<file path="src/rtl/uart_replayer.sv">
// uart_replayer: UART echo engine for replay mode.
// While activate is high, every byte from uart_rx is buffered in a circular
// FIFO and re-sent through uart_tx in arrival order. A session ends when the
// terminator byte has been accepted, echoed, and its frame has completed.
// The block then holds done until activate falls.
// Optional feature: define UART_REPLAYER_UPPERCASE_EN to echo 'a'..'z' as
// upper case. Terminator detection always uses the raw received byte.
module uart_replayer #(
    parameter int unsigned DEPTH     = 16,
    parameter logic [7:0]  TERM_BYTE = 8'h1B
) (
    input  logic       clk,
    input  logic       reset,
    input  logic       activate,
    output logic       done,
    input  logic       rx_ready,
    input  logic [7:0] rx_data,
    output logic       tx_start,
    output logic [7:0] tx_data,
    input  logic       tx_active,
    input  logic       tx_done,
    output logic       overflow
);

    localparam int unsigned AW = $clog2(DEPTH);
    localparam int unsigned CW = AW + 1;
    localparam logic [CW-1:0] FULL_CNT = CW'(DEPTH);

    typedef enum logic [2:0] {
        IDLE,
        RUN,
        WAIT_TX,
        DRAIN,
        DONE
    } state_t;

    state_t        state_q, state_d;
    logic [AW-1:0] wr_ptr_q, wr_ptr_d;
    logic [AW-1:0] rd_ptr_q, rd_ptr_d;
    logic [CW-1:0] count_q, count_d;
    logic          term_seen_q, term_seen_d;
    logic          overflow_q, overflow_d;
    logic          done_q, done_d;
    logic          tx_start_q, tx_start_d;
    logic [7:0]    tx_data_q, tx_data_d;

    logic [7:0]    mem [DEPTH];

    logic          buf_empty;
    logic          buf_full;
    logic          rx_take;
    logic          push;
    logic          pop;
    logic          term_now;

    // Byte transformation applied on the way into the buffer.
    function automatic logic [7:0] echo_byte(input logic [7:0] b);
`ifdef UART_REPLAYER_UPPERCASE_EN
        if (b >= 8'h61 && b <= 8'h7A) begin
            return b & 8'hDF;
        end
        return b;
`else
        return b;
`endif
    endfunction

    assign buf_empty = (count_q == '0);
    assign buf_full  = (count_q == FULL_CNT);

    // Receive is open in RUN/WAIT_TX until the terminator has been accepted;
    // a launch needs a queued byte, no frame outstanding and an idle uart_tx.
    assign rx_take  = activate && rx_ready && !term_seen_q &&
                      (state_q == RUN || state_q == WAIT_TX);
    assign push     = rx_take && !buf_full;
    assign term_now = push && (rx_data == TERM_BYTE);
    assign pop      = activate && !buf_empty && !tx_active &&
                      (state_q == RUN || state_q == DRAIN);

    // Next-state logic; activate low overrides everything and returns to IDLE.
    always_comb begin
        // NOTE: every output of a combinational block gets a default first so
        // no path leaves it unassigned and no latch is inferred.
        state_d = state_q;
        unique case (state_q)
            IDLE: begin
                if (activate) state_d = RUN;
            end
            RUN: begin
                if (pop)           state_d = WAIT_TX;
                else if (term_now) state_d = DRAIN;
            end
            WAIT_TX: begin
                if (tx_done) begin
                    // The terminator echo just finished: nothing can be left.
                    if (term_seen_q && buf_empty)     state_d = DONE;
                    else if (term_seen_q || term_now) state_d = DRAIN;
                    else                              state_d = RUN;
                end
            end
            DRAIN: begin
                if (pop)            state_d = WAIT_TX;
                else if (buf_empty) state_d = DONE;
            end
            DONE: begin
                state_d = DONE;
            end
            default: state_d = IDLE;
        endcase
        if (!activate) state_d = IDLE;
        done_d = (state_d == DONE);
    end

    // Buffer bookkeeping, sticky flags and the registered transmit interface.
    always_comb begin
        wr_ptr_d    = wr_ptr_q;
        rd_ptr_d    = rd_ptr_q;
        count_d     = count_q;
        term_seen_d = term_seen_q;
        overflow_d  = overflow_q;
        tx_data_d   = tx_data_q;
        tx_start_d  = pop;
        if (state_q == IDLE) begin
            wr_ptr_d    = '0;
            rd_ptr_d    = '0;
            count_d     = '0;
            term_seen_d = 1'b0;
            overflow_d  = 1'b0;
        end else begin
            if (push) wr_ptr_d = wr_ptr_q + AW'(1);
            if (pop) begin
                rd_ptr_d  = rd_ptr_q + AW'(1);
                tx_data_d = mem[rd_ptr_q];
            end
            unique case ({push, pop})
                2'b10:   count_d = count_q + CW'(1);
                2'b01:   count_d = count_q - CW'(1);
                default: count_d = count_q;
            endcase
            if (rx_take && buf_full) overflow_d  = 1'b1;
            if (term_now)            term_seen_d = 1'b1;
        end
    end

    // State and output registers.
    always_ff @(posedge clk or negedge reset) begin
        // NOTE: sequential state uses non-blocking assignments so every flop
        // samples pre-edge values regardless of statement order.
        if (!reset) begin
            state_q     <= IDLE;
            wr_ptr_q    <= '0;
            rd_ptr_q    <= '0;
            count_q     <= '0;
            term_seen_q <= 1'b0;
            overflow_q  <= 1'b0;
            done_q      <= 1'b0;
            tx_start_q  <= 1'b0;
            tx_data_q   <= 8'h00;
        end else begin
            state_q     <= state_d;
            wr_ptr_q    <= wr_ptr_d;
            rd_ptr_q    <= rd_ptr_d;
            count_q     <= count_d;
            term_seen_q <= term_seen_d;
            overflow_q  <= overflow_d;
            done_q      <= done_d;
            tx_start_q  <= tx_start_d;
            tx_data_q   <= tx_data_d;
        end
    end

    // Buffer storage write port.
    always_ff @(posedge clk) begin
        // NOTE: storage is not reset; the count and pointers define which
        // entries are valid, so stale contents are never observed.
        if (push) mem[wr_ptr_q] <= echo_byte(rx_data);
    end

    assign done     = done_q;
    assign tx_start = tx_start_q;
    assign tx_data  = tx_data_q;
    assign overflow = overflow_q;

endmodule

</file>
<file path="config.mk">
export PLATFORM = sky130hd
export DESIGN_NAME = uart_replayer
export DESIGN_NICKNAME = d
export VERILOG_FILES = /design/src/rtl/uart_replayer.sv
export SDC_FILE = /design/constraint.sdc
export NUM_CORES = 1
export LEC_CHECK = 0
export CORE_ASPECT_RATIO = 0.8
export CORE_MARGIN = 5
export CORE_UTILIZATION = 54
export CTS_CLUSTER_DIAMETER = 60
export DETAILED_ROUTE_END_ITERATION = 12
export PLACE_DENSITY = 0.75
export RECOVER_POWER = 50
export SKIP_LAST_GASP = 1
export SYNTH_ARGS = -nofsm -noshare
export SYNTH_HDL_FRONTEND = slang
export SYNTH_SLANG_ARGS = --single-unit
</file>
<file path="constraint.sdc">
create_clock -name clk -period 2.6 [get_ports clk]
set_input_delay 0.78 -clock clk [delete_from_list [all_inputs] [get_ports clk]]
set_output_delay 0.78 -clock clk [all_outputs]
set_load 0.1 [all_outputs]
</file>
After elaboration in Yosys (flattened, before gate mapping)
Memories as Yosys holds them, arrays and structs flattened. A register that Yosys moved wholly into a read port is not among the register bits.
Index checks and enable logic that the tools add are counted.

storage, ports and cells
  register bits after elaboration = 20
  RAM bits = 128
  input bits = 14
  output and inout bits = 11
  word-level logic and storage cells = 70
  memories kept = 1

operators by class
  add/sub/neg operators = 4
  eq/ne operators = 9
  multiplexer cells = 21
  bitwise operators = 1
  reductions and logical operators = 26

memory list
  memory  words  width  read ports  clocked after Yosys merged registers in  wr ports  RTL line  RTL
  mem     16     8      1           1                                        1         47        logic [7:0] mem [DEPTH];

operator list
  cell                                                                 count
  3-bit two-way mux                                                    7
  4-bit two-way mux                                                    4
  3-bit case mux with 5 select lines                                   1
  1-bit logical AND                                                    10
  5-bit case mux with 2 select lines                                   1
  4-bit by 1-bit adder with 4-bit output (second input constant)       2
  8-bit by 5-bit == test with 1-bit output (second input constant)     1
  2-bit nonzero test                                                   4
  3-bit by 2-bit == test with 1-bit output (second input constant)     2
  3-bit == test (second input constant)                                2
  1-bit two-way mux                                                    6
  5-bit by 1-bit adder with 5-bit output (second input constant)       1
  5-bit == test (second input constant)                                1
  1-bit zero test                                                      5
  5-bit zero test                                                      1
  5-bit two-way mux                                                    1
  5-bit by 1-bit subtractor with 5-bit output (second input constant)  1
  3-bit by 1-bit == test with 1-bit output (second input constant)     1
  3-bit zero test                                                      1
  1-bit logical OR                                                     3
  3-bit nonzero test                                                   1
  2-bit by 1-bit == test with 1-bit output (second input constant)     1
  2-bit == test (second input constant)                                1
  2-bit two-way mux                                                    1
  2 further kinds                                                      2

Depth between registers and ports, before layout
Gate-level depths: netlist of run 1.

  depth after elaboration = 12
  depth in mapped cells = 13
  depth with buffers taken out = 11

Worst setup path before layout of run 1
Ideal clock, no wire load.

  kind = input to register
  from = in activate
  to = reg count_q[4]
  library setup time = 0.127 ns
  arrival = 2.834 ns
  required time = 2.473 ns
  path slack = -0.361 ns
  stages = 11
  buffers on the path = 1
  cells stage by stage = nand2b_4 -> a2111oi_4 -> buf_4 -> nand2b_1 -> inv_1 -> ha_1 -> nor2b_1 -> o21a_1 -> o311a_1 -> a22oi_1 -> o21ai_1

between the ends
  cells in the longest elaborated chain, start to end = 7
  elaborated cells between the ends (all ways) = 12
  those cells by class = 2 x eq/ne; 2 x mux; 8 x reduce/logical

ends and longest elaborated chain
  item                                                                       RTL line  RTL
  start: declaration                                                         14        input logic activate,
  1-bit logical AND (3 in a row)                                             73        assign rx_take = activate && rx_ready && !term_seen_q &&
  1-bit logical AND                                                          75        assign push = rx_take && !buf_full;
  2-bit by 1-bit == test with 1-bit output or 2-bit == test (tied branches)  135       unique case ({push, pop})
  5-bit case mux with 2 select lines                                         135
  5-bit two-way mux                                                          123       if (state_q == IDLE) begin
  end signal: assignment                                                     163       count_q <= count_d;
  end: declaration                                                           40        logic [CW-1:0] count_q, count_d;

Parallel ways exist; a longest one is shown, timed or not.
A chain may end at the register's enable or synchronous reset.

Worst setup path after layout of run 1
  from = reg count_q[2]
  to = reg count_q[4]

between the ends
  cells in the longest elaborated chain, start to end = 8
  elaborated cells between the ends (all ways) = 15
  those cells by class = 2 x add/sub; 3 x eq/ne; 2 x mux; 8 x reduce/logical

ends and longest elaborated chain
  item                                                                       RTL line  RTL
  5-bit zero test                                                            68        assign buf_empty = (count_q == '0);
  1-bit zero test                                                            77        assign pop = activate && !buf_empty && !tx_active &&
  1-bit logical AND (3 in a row)                                             77
  2-bit by 1-bit == test with 1-bit output or 2-bit == test (tied branches)  135
  5-bit case mux with 2 select lines                                         135
  5-bit two-way mux                                                          123

Parallel ways exist; a longest one is shown, timed or not.

==> run metrics, run 1 <==
CTS sink count=between 150 and 200; Initial Utilization=0.5573; Synth top area share=0.5943; routability congestion estimate=slightly above 0.8; Hold WC Path Type=flop to flop; Final Cell Area=7924 um^2; Top delay family on crit path=compound AO/OA/AOI/OAI gates; final hold vios=0; 1st-iter DRT viols=between 400 and 500; largest net degree at the start of global routing=29; Worst Path Required=2.88 ns; arrival time worst endpoint=between 2 and 3 ns; final WL=between 10 and 15 mm; cell accounting for the most synthesized area=edfxtp_1; Critical Path Source Type=flop; chip height=~110 um; global-route wire length before repair=21.28 mm; P_leak=2.820 nW; crit end category=flop; # diodes=0; PortBufs=24; Cells after DPL=577; worst relative slew slack=0.4798; drc violations=0; Vias=approximately 3600; max-cap violations=0; minimum clock period=roughly 2.5 ns; Die ar.=14280 um^2; GRT Total Usage=0.2022; via density per instance=roughly 6; crit path buf inv count=2; clk_skew=between 0.009 and 0.01 ns; fin nets=between 400 and 500; asr flop ratio synth=0.1795; Net Count, Synth=approximately 390; RSZ-0062 raised after global routing=true; register area share after synthesis=0.7027; Tot Pwr=between 6 and 7 mW; Clock Path Buffers=2; Slew @ Worst Pin=between 0.7 and 0.8 ns; Congestion Overflow GR=0; H-Tree Depth=4; Final setup viols=0; CTS Hold Buffers Added=0; Root Buffer=clkbuf_16; Std-Cell Rows=35; synth warn=0; Mapped Area=6467 um^2; achievable frequency=394.3 MHz; kind of critical path=flop to flop; Synth Area per Inst=about 18 um^2; final std cells w/o fill=just over 600; Reg clk slew, reported paths=0.06 ns; top-count cell post-synth=edfxtp_1; Final Max Slew Viols=0; Synth Register Bits=about 160; post-synth cell types=53; Post-synth EDFFs=between 100 and 150; top post-synthesis cells by area=edfxtp_1, mux4_2, dfrtp_1; Max rail drop VDD=0.6160 mV; Area after DPL=7335 um^2; Max FO, Critical Path=3; status=complete, no violations; Slowest-stage cell, CP=or4_4; Synth top cells by count=edfxtp_1, mux4_2, dfrtp_1, nor2_1, nand2_1; main flop type after synthesis=edfxtp_1; share of layout cells above drive strength 1=0.3125; HPWL after DPL=9.311 mm; Routed wire per std cell=22.36 um; final setup TNS=0 ns; initial antenna violation count=0; clk_lat worst skew=around 0.4 ns; post-layout util=0.6828; final worst-path cycle share=0.9755; DIE WIDTH=132.4 um; number of global-route vias before repair=3690; Post-Synthesis Cells=roughly 370; Post-DRT Antenna Nets=0; crit-path max cell delay=0.57 ns; Num CTS Buffers=17; core area=11600 um^2; CP Cell Sequence=or4_4 -> o21ai_4 -> inv_2 -> nand2b_4 -> inv_4 -> ha_4 -> nor2b_1 -> o21a_1 -> o311a_1 -> a22oi_1 -> o21ai_1; TritonCTS clock tree=built; first drt pass iteration count=6; Pwr per Cell Area=818.3 nW/um^2; Ports=25; Synth-to-Final Area Change=22.52%
[registers in the layout, summed over array words and instances (netlist names)]
signal and cells:
done 1, state_q 3, count_q 5, tx_start 1, tx_data 8, wr_ptr_q 4
mem 128, rd_ptr_q 4, overflow 1, term_seen_q 1
[routing by layer]
metal	track usage	routed length, um
met3	0.04720	856
met2	0.3153	6630
met4	0.05887	158
met1	0.2882	6042
met5	0	0
[report_power, final]
group          total (mW)  internal (mW)  switching [mW]  leakage, nW
registers            2.88           2.80          0.0797         1.53
logic                1.15          0.376           0.770         1.01
clock network        2.46           1.51           0.956        0.284
[area by class of cell]
type	instances	area, um^2
sequential	156	4546
fill	767	3681
multi-input combinational	178	1827
timing repair buffer	86	720.7
clock buffer	17	425.4
tap	148	185.2
clock inverter	15	172.7
inverter	12	47.55
[stage by stage]
step           hold slack [ns]  worst slack (ns)
6_report                0.5008           0.06374
2_1_floorplan           0.4844           -0.2280
4_1_cts                 0.5036          0.009381
5_1_grt                 0.5365          -0.01335
3_3_place_gp            0.4801           -0.5046
3_5_place_dp            0.4911           -0.5618
[final timing paths]
path                             from     endpoint  slack [ns]  cells after the start
max reg2reg                count_q[2]   count_q[4]        0.06                     11
min                        tx_data[4]   tx_data[4]        0.50                      2
min reg2reg                tx_data[4]   tx_data[4]        0.50                      2
max in group asynchronous       reset  rd_ptr_q[0]        1.11                      2
max                        count_q[2]   count_q[4]        0.06                     11
min in group asynchronous       reset   count_q[3]        0.97                      2
[layout by cell type (no fill, tap or decap), types with 8 or more instances in the layout]
| cell | instances |
|---|---|
| and2_1 | 8 |
| buf_4 | 58 |
| clkbuf_1 | 8 |
| clkbuf_16 | 17 |
| dfrtp_1 | 27 |
| dlygate4sd3_1 | 9 |
| edfxtp_1 | 128 |
| inv_1 | 10 |
| mux2i_1 | 16 |
| mux4_2 | 32 |
| nand2_1 | 18 |
| nor2_1 | 20 |
| o221ai_1 | 8 |
[kinds of logic (layout without fill, tap and decap cells)]
logic type | after synthesis | after routing | synth area share
adders and majority gates | 9 | 9 | 0.01857
xor gates and xnor gates | 10 | 10 | 0.01354
muxes | 49 | 49 | 0.1379
AOI/OAI and AO/OA | 35 | 35 | 0.04430
and+or+nand+nor | 75 | 75 | 0.06056
buffers and inverters | 31 | 130 | 0.02244
DFF | 156 | 156 | 0.7027
[worst reg2reg max path: cells and delay by family, from the launching register on]
kind | cells | cell delay (ns)
fa+ha+maj | 1 | 0.20
compound gates | 5 | 0.91
buf+inv | 2 | 0.12
flops | 1 | 0.40
simple gates | 3 | 0.78
[repair_timing]
action | CTS | global route
resized for setup | 2 | 4
setup buffers | 0 | 3
pin swaps | 0 | 5
setup endpoints to repair | 2 | 1
(Power assumes the default switching activity.)
==> inputs of run 2 (changes only) <==
--- a/config.mk
+++ b/config.mk
@@ -6,12 +6,11 @@
 export NUM_CORES = 1
 export LEC_CHECK = 0
 export CORE_ASPECT_RATIO = 0.8
-export CORE_MARGIN = 5
-export CORE_UTILIZATION = 54
+export CORE_MARGIN = 3
+export CORE_UTILIZATION = 30
 export CTS_CLUSTER_DIAMETER = 60
 export DETAILED_ROUTE_END_ITERATION = 12
-export PLACE_DENSITY = 0.75
-export RECOVER_POWER = 50
+export RECOVER_POWER = 100
 export SKIP_LAST_GASP = 1
 export SYNTH_ARGS = -nofsm -noshare
 export SYNTH_HDL_FRONTEND = slang
==> run 2 against run 1 <==
Critical endpoint unchanged. Clock power grew 9.3%. Largest power group unchanged. Largest cell class unchanged. Combinational power shrank 3%. Final area grew 1.8%. Power grew 2.9%. Highest routed layer unchanged.
==> run metrics, run 2 (synthesis results as in run 1) <==
commonest non-fill, non-tap cells in the layout=edfxtp_1, buf_4, mux4_2; RSZ-0062 raised after global routing=true; # diodes=0 (unchanged); share of layout cells above drive strength 1=0.3050 (-0.007489); Max rail drop VDD=0.3919 mV (-36%); clk_lat worst skew=0.42 ns (about the same); max reg flops=128 (unchanged); HPWL after DPL=9.846 mm (+5.7%); routability congestion estimate=0.8096 (-1.3%); Final Max Slew Viols=0 (unchanged); H-Tree Depth=4 (unchanged); Max FO, Critical Path=3 (unchanged); arrival time worst endpoint=2.83 ns (about the same); largest net degree at the start of global routing=29 (unchanged); CTS sink count=156 (unchanged); Die ar.=23370 um^2 (+64%); most common cell after layout, fill and taps aside=edfxtp_1; clk_skew=0.01308 ns (+0.003908 ns); Synth-to-Final Area Change=24.69%; Num CTS Buffers=17 (unchanged); Routed wire per std cell=19.71 um (-12%); final setup TNS=0 ns (unchanged); Root Buffer=clkbuf_16; Slowest-stage cell, CP=clkdlybuf4s50_1; chip height=137.3 um (+27%); core area=20940 um^2 (+80%); minimum clock period=2.547 ns (+0.01036 ns); kind of critical path=primary input to flop; final WL=14.35 mm (+4.8%); via density per instance=4.867 (-18%); drc violations=0 (unchanged); final worst-path cycle share=0.9795 (+0.003985); CP Cell Sequence=clkdlybuf4s50_1 -> and4bb_2 -> o21ai_4 -> inv_2 -> nand2b_4 -> inv_4 -> ha_4 -> nor2b_1 -> o21a_1 -> o311a_1 -> a22oi_1 -> o21ai_1; Clock Path Buffers=2 (unchanged); Worst Path Required=2.89 ns (about the same); DIE WIDTH=170.2 um (+29%); first drt pass iteration count=4 (-2); Critical Path Source Type=primary input; Hold WC Path Type=flop to flop; Post-DRT Antenna Nets=0 (unchanged); worst relative slew slack=0.4861 (+0.006285); fin nets=469 (-1.1%); status=complete, no violations; final hold slack=0.5140 ns (+0.01319 ns); max-cap violations=0 (unchanged); largest reg by FF count=mem; Slew @ Worst Pin=0.7709 ns (-0.009428 ns); Std-Cell Rows=47 (+34%); final hold vios=0 (unchanged); Ports=25 (unchanged); Vias=3543 (-2.0%); PortBufs=24 (unchanged); crit-path max cell delay=0.41 ns (-0.16 ns); TritonCTS clock tree=built; Reg clk slew, reported paths=0.06 ns (about the same); Final setup viols=0 (unchanged); achievable frequency=392.7 MHz (-0.41%); Initial Utilization=0.3089 (-0.2484); P_leak=2.802 nW (-0.61%); Filler cells=1916 (+150%); number of global-route vias before repair=3847 (+4.3%); Congestion Overflow GR=0 (unchanged); crit end category=flop; GRT Total Usage=0.1322 (-0.07003); 1st-iter DRT viols=286 (-40%); Pwr per Cell Area=827.7 nW/um^2 (+1.1%); global-route wire length before repair=22.80 mm (+7.2%); initial antenna violation count=0 (unchanged)
run 2: cell count changes in the layout (fill, tap and decap cells not counted), sizes merged:
cell,previous run,this run
buf,64,59
clkbuf,26,27
bufinv,3,5
dlymetal6s2s,1,0
clkinv,8,4
inv,14,15
clkdlybuf4s50,1,2
run 2: worst max-delay path, delay by kind of cell:
family                     cells  cell delay [ns]
buffers and inverters          3             0.57
and+or+nand+nor                3             0.51
AOI/OAI and AO/OA              5             0.79
adders and majority gates      1             0.19
run 2: layout make-up:
type                            instances  area (um^2)  area share
Clock buffer                           18        429.2     0.05322
Clock inverter                         14        216.5     0.02684
Inverter                               12        47.55    0.005896
Multi-Input combinational cell        178         1821      0.2258
Sequential cell                       156         4546      0.5637
Tap cell                              269        336.6     0.04174
Timing Repair Buffer                   81        668.1     0.08285
run 2: per-stage QoR:
step / setup slack [ns] / util / power (mW) / cell area, um^2 / cells
6_report: 0.05338 / 0.3852 / 6.674 / 8064 / 728
5_1_grt: -0.04979 / 0.3852 / 6.909 / 8064 / 728
4_1_cts: 0.06397 / 0.3866 / 6.740 / 8094 / 727
3_5_place_dp: -0.5316 / 0.3559 / 4.038 / 7451 / 695
3_3_place_gp: -0.5192 / 0.3559 / 4.027 / 7451 / 695
2_1_floorplan: -0.2280 / - / 3.697 / 6518 / 365
run 2: routing by layer:
| metal | vias up | share of wire | track usage |
|---|---|---|---|
| li1 | 1594 | - | - |
| met1 | 1853 | 0.46 | 0.1854 |
| met2 | 86 | 0.47 | 0.2064 |
| met3 | 10 | 0.065 | 0.03701 |
| met4 | 0 | 0.0091 | 0.02928 |
| met5 | - | 0 | 0 |
run 2: path summary, 6_finish.rpt:
path	startpoint	to	slack [ns]	depth (start not counted)
hold / removal	tx_data[0]	tx_data[0]	0.51	2
max in group asynchronous	reset	rd_ptr_q[0]	1.08	2
min in group asynchronous	reset	count_q[4]	0.99	2
setup / recovery	tx_active	count_q[4]	0.05	12
setup reg to reg	count_q[2]	count_q[4]	0.08	11
hold reg to reg	tx_data[0]	tx_data[0]	0.51	2
run 2: timing repair:
action | 4_1_cts | 5_1_grt
gates resized for setup | 2 | 0
pin swaps | 0 | 1
buffers inserted | 0 | 1
endpoints found under the setup margin | 2 | 2
hold buffers | 0 | 0
run 2: power by group:
part           internal [mW]  switching, mW
registers               2.80         0.0730
logic                  0.351          0.759
clock network           1.71          0.985
total                   4.86           1.82
==> inputs of run 3 (changes only) <==
==> constraint.sdc (replaced) <==
create_clock -name clk -period 3.3 [get_ports clk]
set_input_delay 0.99 -clock clk [delete_from_list [all_inputs] [get_ports clk]]
set_output_delay 0.99 -clock clk [all_outputs]
set_load 0.1 [all_outputs]
==> run 3 against run 2 <==
The run now ends with max-capacitance violations, max-slew violations left. Hold slack got worse by 0.0050 ns. Final area decreased by 4.7%. Combinational power decreased by 31%. Count of clock-buffer cells in the layout unchanged. Sequential power decreased by 21%. Via count decreased by 3.6%. Clock power decreased by 27%. Largest cell class unchanged. Routed wire length decreased by 6.1%.
==> run metrics, run 3 (synthesis results as in run 1) <==
via density per instance=4.808 (-1.2%); first drt pass iteration count=4 (unchanged); Slew @ Worst Pin=1.660 ns (+0.8895 ns); kind of critical path=primary input to flop; 1st-iter DRT viols=207 (-28%); largest net degree at the start of global routing=36 (+24%); H-Tree Depth=4 (unchanged); Die ar.=23370 um^2 (unchanged); Num CTS Buffers=17 (unchanged); failing checks=max-capacitance violations, max-slew violations; Max FO, Critical Path=3 (unchanged); achievable frequency=roughly 320 MHz; crit end category=flop; worst relative slew slack=-0.1070 (-0.5930); clk_lat worst skew=0.42 ns (about the same); DIE WIDTH=170.2 um (unchanged); Vias=3414 (-3.6%); final std cells w/o fill=710 (-2.5%); CTS sink count=156 (unchanged); core area=20940 um^2 (unchanged); Max rail drop VDD=0.2901 mV (-26%); crit-path max cell delay=0.52 ns (+0.11 ns); chip height=137.3 um (unchanged); CTS Hold Buffers Added=0 (unchanged); max reg flops=128 (unchanged); most common cell after layout, fill and taps aside=edfxtp_1; Slowest-stage cell, CP=clkdlybuf4s50_1; global-route wire length before repair=21.31 mm (-6.6%); Reg clk slew, reported paths=0.06 ns (about the same); Worst Setup Slack, final=0.2043 ns (+0.1509 ns); arrival time worst endpoint=3.39 ns (+0.56 ns); R2R setup slack=0.45 ns (+0.37 ns); commonest non-fill, non-tap cells in the layout=edfxtp_1, clkbuf_1, mux4_2; max-cap violations=1 (+1); status=finished with violations; # diodes=0 (unchanged); Post-DRT Antenna Nets=0 (unchanged); Filler cells=1969 (+2.8%); PortBufs=24 (unchanged); HPWL after DPL=8.817 mm (-10%); RSZ-0062 raised after global routing=false; post-CTS resize count=0 (-2); Final Cell Area=7687 um^2 (-4.7%); largest reg by FF count=mem; CP Cell Sequence=clkdlybuf4s50_1 -> nand2b_2 -> a2111oi_4 -> nand2b_1 -> inv_1 -> ha_1 -> nor2b_1 -> o21a_1 -> o311a_1 -> a22oi_1 -> o21ai_0; final hold vios=0 (unchanged); GRT Total Usage=0.1250 (-0.007221); minimum clock period=3.096 ns; Routed wire per std cell=18.97 um (-3.7%); Pwr per Cell Area=651.5 nW/um^2 (-21%); post-layout util=0.3672 (-0.01799); P_leak=2.572 nW (-8.2%); clk_skew=0.006988 ns (-0.006087 ns); Std-Cell Rows=47 (unchanged); Hold WC Path Type=flop to flop; Worst Path Required=3.59 ns (+0.70 ns); final WL=13.47 mm (-6.1%); drc violations=0 (unchanged); Area after DPL=7273 um^2 (-2.4%); Initial Utilization=0.3089 (unchanged); pre-CTS WS=-0.1920 ns (+0.3395 ns); share of layout cells above drive strength 1=0.1882 (-0.1168); Root Buffer=clkbuf_16; fin nets=451 (-3.8%); setup bufs post-CTS=0 (unchanged); routability congestion estimate=0.7641 (-5.6%); Final Max Slew Viols=29 (+29); final worst-path cycle share=0.9381; TritonCTS clock tree=built; final hold slack=0.5090 ns (-0.004981 ns); initial antenna violation count=0 (unchanged); Congestion Overflow GR=0 (unchanged); number of global-route vias before repair=3561 (-7.4%); Final setup viols=0 (unchanged); Synth-to-Final Area Change=18.86%; Clock Path Buffers=2 (unchanged); Cells after DPL=678 (-2.4%); Ports=25 (unchanged); Critical Path Source Type=primary input
[run 3: cell count changes in the layout (fill, tap and decap cells not counted), moves of 3 or more]
cell      delta
buf_4       -44
clkbuf_1    +26
and2_0       +7
and2_1       -7
nor3_1       +4
nor3_2       -4
buf_12       -3
o21ai_0      +3
[run 3: metal layers]
metal	global-route usage	part of all wire	up-vias
met5	0	0	-
met1	0.1709	0.47	1781
met3	0.02869	0.032	18
met2	0.1984	0.48	60
met4	0.04189	0.014	0
li1	-	-	1555
[run 3: area by class of cell]
type,count,area (um^2),share of cell area
Clock buffer,18,429.2,0.05583
Sequential cell,156,4546,0.5913
Multi-Input combinational cell,178,1759,0.2288
Tap cell,269,336.6,0.04378
Inverter,12,45.04,0.005859
Timing Repair Buffer,63,402.9,0.05241
Clock inverter,14,168.9,0.02197
[run 3: report_power, final]
group | switching (mW) | internal, mW | total (mW)
combinational | 0.559 | 0.203 | 0.762
clock | 0.772 | 1.19 | 1.96
sequential | 0.0790 | 2.20 | 2.28
total | 1.41 | 3.60 | 5.01
[run 3: worst paths after layout]
check | from | endpoint | depth (start not counted)
worst min register to register | tx_data[2] | tx_data[2] | 2
worst max register to register | count_q[1] | count_q[4] | 10
worst max-delay path | activate | count_q[4] | 11
max in group asynchronous | reset | rd_ptr_q[0] | 2
worst min-delay path | tx_data[2] | tx_data[2] | 2
min in group asynchronous | reset | count_q[0] | 2
[run 3: worst max-delay path, delay by kind of cell]
kind            cells  cell delay, ns
compound gates      5            1.11
fa+ha+maj           1            0.29
buf+inv             2            0.59
simple gates        3            0.41
[run 3: stage by stage]
stage                     setup TNS [ns]  total power, mW
after CTS                              0            5.125
after global placement           -0.1005            3.144
after global routing                   0            5.192
final                                  0            5.008
after detailed placement         -0.2271            3.158
after floorplan                        0            2.907
